==> src/rtl/regfile_sb.sv <==
// Multi-read, single-write register file with registered write-first read ports
// and a pending-write scoreboard. Define ZERO_REG_EN to hard-wire register 0 to zero.
module regfile_sb #(
  parameter int WIDTH  = 16,
  parameter int DEPTH  = 8,
  parameter int ADDR_W = 3
) (
  input  logic              clk,
  input  logic              rst,
  input  logic              read_enable,
  input  logic [ADDR_W-1:0] read_addr1,
  input  logic [ADDR_W-1:0] read_addr2,
  output logic [WIDTH-1:0]  read_data1,
  output logic [WIDTH-1:0]  read_data2,
  input  logic              write_enable,
  input  logic [ADDR_W-1:0] write_addr,
  input  logic [WIDTH-1:0]  write_data,
  input  logic              reserve_en,
  input  logic [ADDR_W-1:0] reserve_addr,
  output logic              busy1,
  output logic              busy2,
  output logic              stall,
  output logic [ADDR_W:0]   pending_cnt
);

`ifdef ZERO_REG_EN
  localparam bit ZeroReg = 1'b1;
`else
  localparam bit ZeroReg = 1'b0;
`endif

  logic [WIDTH-1:0] regs [DEPTH];
  logic [DEPTH-1:0] busy;
  logic [DEPTH-1:0] busy_nxt;
  logic [ADDR_W:0]  cnt_nxt;
  logic             wr_ok;
  logic             rs_ok;
  logic [WIDTH-1:0] rd1_nxt;
  logic [WIDTH-1:0] rd2_nxt;

  assign wr_ok = write_enable && !(ZeroReg && (write_addr == '0));
  assign rs_ok = reserve_en   && !(ZeroReg && (reserve_addr == '0));

  // Clear first, then set: a same-address reserve overrides the commit.
  always_comb begin
    busy_nxt = busy;
    if (wr_ok) busy_nxt[write_addr] = 1'b0;
    if (rs_ok) busy_nxt[reserve_addr] = 1'b1;
  end

  always_comb begin
    cnt_nxt = '0;
    for (int unsigned i = 0; i < DEPTH; i++)
      cnt_nxt = cnt_nxt + {{ADDR_W{1'b0}}, busy_nxt[i]};
  end

  always_comb begin
    if (ZeroReg && (read_addr1 == '0))
      rd1_nxt = '0;
    else if (write_enable && (write_addr == read_addr1))
      rd1_nxt = write_data;
    else
      rd1_nxt = regs[read_addr1];

    if (ZeroReg && (read_addr2 == '0))
      rd2_nxt = '0;
    else if (write_enable && (write_addr == read_addr2))
      rd2_nxt = write_data;
    else
      rd2_nxt = regs[read_addr2];
  end

  assign busy1 = busy[read_addr1] && !(ZeroReg && (read_addr1 == '0));
  assign busy2 = busy[read_addr2] && !(ZeroReg && (read_addr2 == '0));
  assign stall = read_enable && (busy1 || busy2);

  always_ff @(posedge clk or negedge rst) begin
    if (!rst) begin
      for (int unsigned i = 0; i < DEPTH; i++)
        regs[i] <= '0;
      busy        <= '0;
      pending_cnt <= '0;
      read_data1  <= '0;
      read_data2  <= '0;
    end else begin
      if (wr_ok)
        regs[write_addr] <= write_data;
      busy        <= busy_nxt;
      pending_cnt <= cnt_nxt;
      if (read_enable) begin
        read_data1 <= rd1_nxt;
        read_data2 <= rd2_nxt;
      end
    end
  end

endmodule

==> config.mk <==
export PLATFORM = sky130hd
export DESIGN_NAME = regfile_sb
export DESIGN_NICKNAME = d
export VERILOG_FILES = /design/src/rtl/regfile_sb.sv
export SDC_FILE = /design/constraint.sdc
export NUM_CORES = 1
export LEC_CHECK = 0
export BUFFER_PORTS_ARGS = -buffer_cell sky130_fd_sc_hd__buf_4
export CORE_ASPECT_RATIO = 0.5
export CORE_MARGIN = 3
export CORE_UTILIZATION = 30
export DETAILED_ROUTE_END_ITERATION = 16
export SETUP_SLACK_MARGIN = 0.05
export SYNTH_ARGS = -nofsm -noshare
export SYNTH_HDL_FRONTEND = slang
export SYNTH_SLANG_ARGS = --single-unit
==> constraint.sdc <==
create_clock -name clk -period 4.2 [get_ports clk]
set_clock_uncertainty 0.2 [all_clocks]
set_input_delay 0.63 -clock clk [delete_from_list [all_inputs] [get_ports clk]]
set_output_delay 0.63 -clock clk [all_outputs]
set_load 0.01 [all_outputs]
### Word-level counts from Yosys, hierarchy flattened

Index checks and enable logic that the tools add are counted.
W data, S select, Z words.

* logic and storage cells: 65
* output and inout port bits: 39
* flip-flop bits (word level): 172

* muxes and demuxes: 21
* add/subtract/negate cells: 7
* reductions and logical operators: 7
* bitwise operators: 6
* eq/ne operators: 2
* $lt $le $gt $ge: 10

Operator list (count)
* $bwmux W128: 1
* $mux W16: 7
* $bmux W16 S3: 2
* $demux W16 S3: 1
* $add A4 B1 Y4: 4
* $lt A3 B4 Y1 const B: 4
* $mux W8: 2
* $ge A4 B4 Y1 const B: 3
* $not A3 Y4: 3
* $and A8 B8 Y8: 1
* $not A8 Y8: 1
* $or A8 B8 Y8: 1
* $bmux W1 S3: 2
* $demux W1 S3: 2
* $eq A3 B3 Y1: 2
* $ge A3 B1 Y1 const B: 2
* $logic_and A1 B1 Y1: 6
* $add A3 B1 Y4: 1
* $lt A4 B1 Y1 const B: 1
* $mux W1: 4
* $add A2 B1 Y3: 1
* $add A1 B1 Y2: 1
* $logic_or A1 B1 Y1: 1

### Longest topological paths before layout

Gate-level depths: netlist of run 1.

* word-level depth: 16
* mapped depth: 14

### Worst setup path before layout of run 1

No wires, ideal clock.

* path type: input port to flip-flop
* from: input port write_addr[2]
* to: register pending_cnt[2]
* arrival time: 3681 ps
* slack: 197 ps
* stages on the path: 14
* cell sequence: buf_6 > nand4b_2 > buf_2 > a32oi_1 > fa_1 > inv_1 > fa_1 > inv_1 > fa_1 > inv_1 > ha_1 > inv_1 > fa_1 > xnor2_1

* longest elaborated chain between the ends: 16
* elaborated cells between the ends (all ways): 17

Ends and longest elaborated chain
* from (decl): RTL line 16 `input logic [ADDR_W-1:0] write_addr,`
* $lt A3 B4 Y1 (implied by the code) or $ge A3 B1 Y1 (tied branches): RTL line 47 `if (wr_ok) busy_nxt[write_addr] = 1'b0;`
* $logic_and A1 B1 Y1 (implied by the code): RTL line 47
* $mux W1 (implied by the code): RTL line 47
* $demux W1 S3 *: RTL line 47
* $not A8 Y8 (no source line) *
* $and A8 B8 Y8 (no source line) *
* $mux W8 *: RTL line 47
* $or A8 B8 Y8 (no source line)
* $mux W8 *: RTL line 48 `if (rs_ok) busy_nxt[reserve_addr] = 1'b1;`
* $add A1 B1 Y2: RTL line 54 `cnt_nxt = cnt_nxt + {{ADDR_W{1'b0}}, busy_nxt[i]};`
* $add A2 B1 Y3: RTL line 54
* $add A3 B1 Y4: RTL line 54
* $add A4 B1 Y4 (3 in series): RTL line 54
* $add A4 B1 Y4 *: RTL line 54
* via cnt_nxt[2]: RTL line 35 `logic [ADDR_W:0] cnt_nxt;`
* to (signal assigned): RTL line 89 `pending_cnt <= cnt_nxt;`
* to (decl): RTL line 23 `output logic [ADDR_W:0] pending_cnt`

The timed path passes the listed nets; every way through them passes the cells marked *.
A chain may end at the register's enable or synchronous reset.

### Worst setup path in the final report of run 1

* from: input port reserve_addr[1]
* to: register pending_cnt[2]

* longest elaborated chain between the ends: 13
* elaborated cells between the ends (all ways): 14

Ends and longest elaborated chain
* from (decl): RTL line 19 `input logic [ADDR_W-1:0] reserve_addr,`
* $lt A3 B4 Y1 (implied by the code) or $ge A3 B1 Y1 (tied branches): RTL line 48
* $logic_and A1 B1 Y1 (implied by the code): RTL line 48
* $mux W1 (implied by the code): RTL line 48
* $demux W1 S3 *: RTL line 48
* $or A8 B8 Y8 (no source line) *
* $mux W8 *: RTL line 48
* $add A1 B1 Y2: RTL line 54
* $add A2 B1 Y3: RTL line 54
* $add A3 B1 Y4: RTL line 54
* $add A4 B1 Y4 (3 in series): RTL line 54
* $add A4 B1 Y4 *: RTL line 54
* via cnt_nxt[2]: RTL line 35

Marked as above.

==> results of run 1 <==
logic make-up (layout without fill, tap and decap cells):
family | count (synthesis) | after routing
muxes | 230 | 230
and+or+nand+nor | 73 | 73
adders and majority gates | 7 | 7
buffers and inverters | 55 | 133
xor gates and xnor gates | 7 | 7
DFF | 172 | 172
AOI/OAI and AO/OA | 49 | 49
synthesized netlist by cell type, drive strengths merged:
master	instances	area, sq um
dfrtp	172	4300
mux2	130	1460
mux4	68	1530
nand2	54	203
buf	36	226
mux2i	32	320
o221ai	32	280
inv	10	37.5
clkbuf	8	30.0
xnor2	7	61.3
fa	4	80.1
a32o	3	30.0
ha	3	37.5
nand4	3	25.0
nor2	3	11.3
a22o	2	17.5
a22oi	2	15.0
a32oi	2	17.5
a41o	2	20.0
nand3b	2	15.0
nand4b	2	30.0
nor2b	2	12.5
nor3b	2	37.5
o21a	2	15.0
o21ai	2	10.0
a21oi	1	5.00
and2b	1	7.51
and3	1	6.26
clkinv	1	3.75
nand2b	1	13.8
nand3	1	10.0
nor3	1	16.3
o32ai	1	8.76
state kept, by name, summed over array words and instances, names as in the netlist:
name and cells:
busy 8, pending_cnt 4, read_data1 16, read_data2 16
regs 128
path summary, 6_finish.rpt:
check,start,endpoint,depth (start not counted)
setup / recovery,reserve_addr[1],pending_cnt[2],13
hold / removal,rst,regs[26],1
setup reg to reg,busy[0],pending_cnt[2],11
hold reg to reg,read_data2[15],read_data2[15],2
max in group asynchronous,rst,regs[72],2
min in group clk,reserve_addr[1],busy[3],2
layout by cell type (no fill, tap or decap), drive strengths merged, types with 8 or more instances in the layout:
cell and n:
dfrtp 172, mux2 130, buf 90, mux4 68
nand2 54, mux2i 32, o221ai 32, clkbuf 20
inv 11, clkinvlp 8
worst reg2reg max path: cells and delay by family (launching register included):
kind            cells  cell delay [ns]
xor+xnor            1             0.14
buf+inv             4             0.24
compound gates      1             0.12
fa+ha+maj           5             2.07
flops               1             0.42
report_power, final:
group	internal, mW	switching (mW)	total [mW]
Combinational	0.799	0.567	1.37
Clock	0.925	0.684	1.61
Sequential	2.05	0.267	2.31
Total	3.77	1.52	5.29
routing by layer:
layer	wire length [microns]	part of all wire, %	track usage [%]
met5	0	0	0
met4	306	1.3	3.95
met3	943	4.0	2.84
met2	11900	50	25.8
met1	10600	45	20.0
through the flow:
step	setup WS (ns)	hold WS [ns]	cells
after floorplan	0.197	0.134	593
after global placement	0.200	0.281	1021
after detailed placement	0.162	0.285	1021
after CTS	0.605	0.0809	1053
after global routing	0.445	0.103	1053
final	0.563	0.0345	1053
layout make-up:
class	count	area (sq um)	share of cell area, %
Timing Repair Buffer	90	692	6.64
Sequential cell	172	4300	41.3
Inverter	11	41.3	0.396
Tap cell	382	478	4.59
Clock inverter	12	138	1.32
Multi-Input combinational cell	366	4300	41.3
Clock buffer	20	467	4.48
==> impl_metrics.toml, run 1 <==
[outcome]
status = "finished, final reports clean"

[timing]
fmax_ghz = 0.275
slew_headroom_pct = 43.7
worst_pin_slew_ns = 0.845
finalHoldViolCount = 0
slew_violations = 0
post-route-min-period_ns = 3.64
totalNegativeSetupSlack_ns = 0
period_share_pct = 86.6
setup_viol_count_final = 0
rsz0062_at_grt = "no"

[power_and_ir_drop]
p_total_mw = 5.29
p_leak_nw = 4.36
ir_drop_mv = 0.305
powerDensity_nw_per_um2 = 508

[synth]
synth_xor_area_share_pct = 0.689
synth_compound_gate_area_share_pct = 4.71
ys_types = 37
muxShareOfSynthArea_pct = 37.2
synthSimpleGateAreaFrac_pct = 4.36
syn_avg_cell_area_sq_um = 15.0
synth_nets = 633
yosysWarningCount = 0
yosys.area_share.adder_pct = 1.32
ys_seq_elements = 172
syn-cell-area_sq_um = 8900
synth_top_family_by_area = "multiplexers"
synth.yosys.seq_area_share_pct = 48.3
syn-instance-count = 593

[setup_path]
crit_arrival_ns = 3.76
path_delay_family = "adder cells"
cp_slowest_cell = "fa_1"
crit_type = "in2reg"
start_kind = "input pin"
endpoint_kind = "flop"
cp.required_ns = 4.32
r2r_slack_ns = 0.91
max_stage_delay_ns = 0.57
crit_fanout = 7
cp_cell_sequence = "buf_4 > nor2b_1 > a22oi_1 > fa_1 > inv_1 > fa_1 > inv_1 > fa_1 > inv_1 > ha_1 > inv_1 > fa_1 > xnor2_1"
critPathBufInv = 5

[clock_network]
cts_tree = "yes"
cts_made_buffers = 17
numClockSinks = 172
post_cts_buffers = 0
path_clk_slew_ns = 0.07
insertion_delay_ns = 0.43
cts_hold_buf = 0
cts-root-buf = "clkbuf_16"
max-clock-path-buffers = 2
ctsResizeCount = 0
cts_max_level = 4

[global_routing]
grt_usage_pct = 15.1
antenna_found_initial = 0
gr-total-overflow = 0
grt_pass1_vias = 5949
grt_max_degree = 88
grt_pass1_wl_microns = 36500

[finish]
syn_to_final_growth_pct = 17.0
num_antenna_cells = 0
postLayoutCoreUtil_pct = 36.6
drive_above_1_share_pct = 48.9
fillers = 2661
stdcell_area_sq_um = 10400
nets = 698

[route]
ant_nets = 0
vias = 5641
first_pass_iters = 4
wl_per_cell_microns = 22.5
routed_wl_microns = 23700
drt_iter0_drc = 440
drc = 0
via_per_inst = 5.36

[floorplanning]
die_y_microns = 128
start_util_pct = 31.3
fp.dieW_microns = 250
dieArea_sq_um = 31900
row_count = 43
core-area_sq_um = 28500
ioPinCount = 72

[placed_design]
dpl_cell_area_sq_um = 9820
gp_congestion = 0.845
port_buffers = 71
post-dp-hpwl_microns = 14500

[flow_run]
cap_violations = 0

[min_path]
hp-class = "in2async"
Note: power is estimated with default switching activity, not from simulation.
==> run 2, diff against run 1 <==
CORE_MARGIN = unset   (was 3)
==> run 2 against run 1 <==
  * Global-route usage is 0.85 points higher
  * Register-to-register slack better by 0.03 ns
  * Power shrank 0.65%
  * First-iteration DRC count shrank 21%
  * Cell count increased by 0.76%
  * Sequential share of layout area up 0.12 points
  * Critical endpoint is now pending_cnt[1]
  * Largest cell class unchanged
==> impl_metrics.toml, run 2 (synthesis gave the netlist of run 1 again) <==
[global_routing]
antenna_found_initial = 0
gr-total-overflow = 0
grt_max_degree = 88
grt_pass1_wl_microns = 35700
grt_usage_pct = 16.0
grt_pass1_vias = 5813

[finish]
largest_reg_flops = 128
syn_to_final_growth_pct = 16.7
num_antenna_cells = 0
drive_above_1_share_pct = 48.2
largestRegisters = "regs x128, read_data1 x16, read_data2 x16"
regMostFlops = "regs"
stdcell_area_sq_um = 10400
final_common_cell = "dfrtp_1"
nets = 697
final_cell_mix = "dfrtp_1 (172), mux2_2 (130), buf_4 (88)"
fillers = 2796

[setup_path]
start_kind = "input pin"
critPathBufInv = 6
crit_arrival_ns = 3.77
crit_type = "in2reg"
path_delay_family = "adder cells"
crit_fanout = 7
max_stage_delay_ns = 0.58
cp_cell_sequence = "buf_4 > nor2b_1 > a22oi_1 > fa_1 > inv_1 > fa_1 > inv_1 > fa_1 > inv_1 > ha_1 > inv_1 > fa_1 > inv_1"
cp_slowest_cell = "fa_1"
endpoint_kind = "flop"
cp.required_ns = 4.32
crit_top_cell = "inv_1"

[power_and_ir_drop]
p_total_mw = 5.25
powerDensity_nw_per_um2 = 506
p_clk_share_pct = 30.2
ir_drop_mv = 0.301
p_leak_nw = 4.37
seqPwrFrac_pct = 43.9
power_frac_comb_pct = 25.9
netSwitchingFraction_pct = 28.1
p_int_mw = 3.78
p_switching_mw = 1.48

[floorplanning]
row_count = 44
dieArea_sq_um = 30400
die_y_microns = 124
fp.dieW_microns = 246
core-area_sq_um = 29100
ioPinCount = 72
start_util_pct = 30.6

[timing]
fmax_ghz = 0.274
slew_headroom_pct = 33.2
rsz0062_at_grt = "no"
worst_pin_slew_ns = 1.00
setup_viol_count_final = 0
period_share_pct = 86.8
slew_violations = 0
totalNegativeSetupSlack_ns = 0
finalHoldViolCount = 0
post-route-min-period_ns = 3.65

[route]
wl_per_cell_microns = 21.9
via_per_inst = 5.25
first_pass_iters = 4
ant_nets = 0
vias = 5565
drc = 0
routed_wl_microns = 23200
drt_iter0_drc = 347

[clock_network]
cts_hold_buf = 0
cts_tree = "yes"
max-clock-path-buffers = 2
cts_max_level = 4
path_clk_slew_ns = 0.07
insertion_delay_ns = 0.42
cts_made_buffers = 17
ctsResizeCount = 0
post_cts_buffers = 0
cts-root-buf = "clkbuf_16"
numClockSinks = 172

[flow_run]
cap_violations = 0

[placed_design]
post-dp-hpwl_microns = 14100
gp_congestion = 0.834
port_buffers = 71
dpl_cell_area_sq_um = 9810

[outcome]
status = "finished, final reports clean"

[min_path]
hp-class = "in2async"
## run 2: cell types whose count changed in the layout (fill, tap and decap cells not counted), sizes merged
cell      before  now
clkinv         2    6
clkinvlp       8    2
buf           90   89
bufinv         2    3
clkbuf        20   21
## run 2: through the flow
step | instances | setup slack, ns | hold WS [ns] | util (%)
2_1_floorplan | 593 | 0.197 | 0.134 | -
3_5_place_dp | 1029 | 0.140 | 0.277 | 33.7
3_3_place_gp | 1029 | 0.200 | 0.277 | 33.7
5_1_grt | 1061 | 0.450 | 0.141 | 35.7
6_report | 1061 | 0.552 | 0.0566 | 35.7
4_1_cts | 1061 | 0.591 | 0.116 | 35.7
## run 2: worst reg2reg max path: cells and delay by family (launching register included)
kind                     cells  cell delay [ns]
adder cells (fa/ha/maj)      5             2.16
AO/OA/AOI/OAI                1             0.11
flip-flops                   1             0.41
buffers and inverters        5             0.27
## run 2: final timing paths
| check | from | endpoint | slack [ns] | cells past startpoint |
|---|---|---|---|---|
| worst max-delay path | reserve_addr[1] | pending_cnt[1] | 0.55 | 13 |
| worst min-delay path | rst | read_data1[4] | 0.06 | 1 |
| worst max register to register | busy[0] | pending_cnt[1] | 0.94 | 11 |
| worst min register to register | read_data2[14] | read_data2[14] | 0.30 | 2 |
| max in group asynchronous | rst | regs[25] | 2.73 | 2 |
| min in group clk | reserve_addr[0] | busy[2] | 0.29 | 2 |
## run 2: power by group through the flow
stage	clock network, mW	logic, mW	registers [mW]
3_3_place_gp	0	1.34	2.31
6_report	1.59	1.36	2.31
3_5_place_dp	0	1.38	2.33
5_1_grt	1.68	1.49	2.36
2_1_floorplan	0	0.909	2.30
4_1_cts	1.62	1.38	2.30
## run 2: layer usage
| layer | global-route usage, % | vias up | routed length (microns) |
|---|---|---|---|
| li1 | - | 2420 | - |
| met3 | 3.10 | 22 | 861 |
| met4 | 3.69 | 0 | 235 |
| met2 | 27.4 | 116 | 11900 |
| met1 | 21.0 | 3007 | 10200 |
| met5 | 0 | - | 0 |
## run 2: final cells by class
| cell class | instances | area (sq um) | area share [%] |
|---|---|---|---|
| tap | 391 | 489 | 4.71 |
| sequential | 172 | 4300 | 41.4 |
| clock buffer | 21 | 440 | 4.24 |
| timing repair buffer | 89 | 672 | 6.47 |
| multi-input combinational | 366 | 4300 | 41.4 |
| clock inverter | 11 | 143 | 1.37 |
| inverter | 11 | 41.3 | 0.397 |
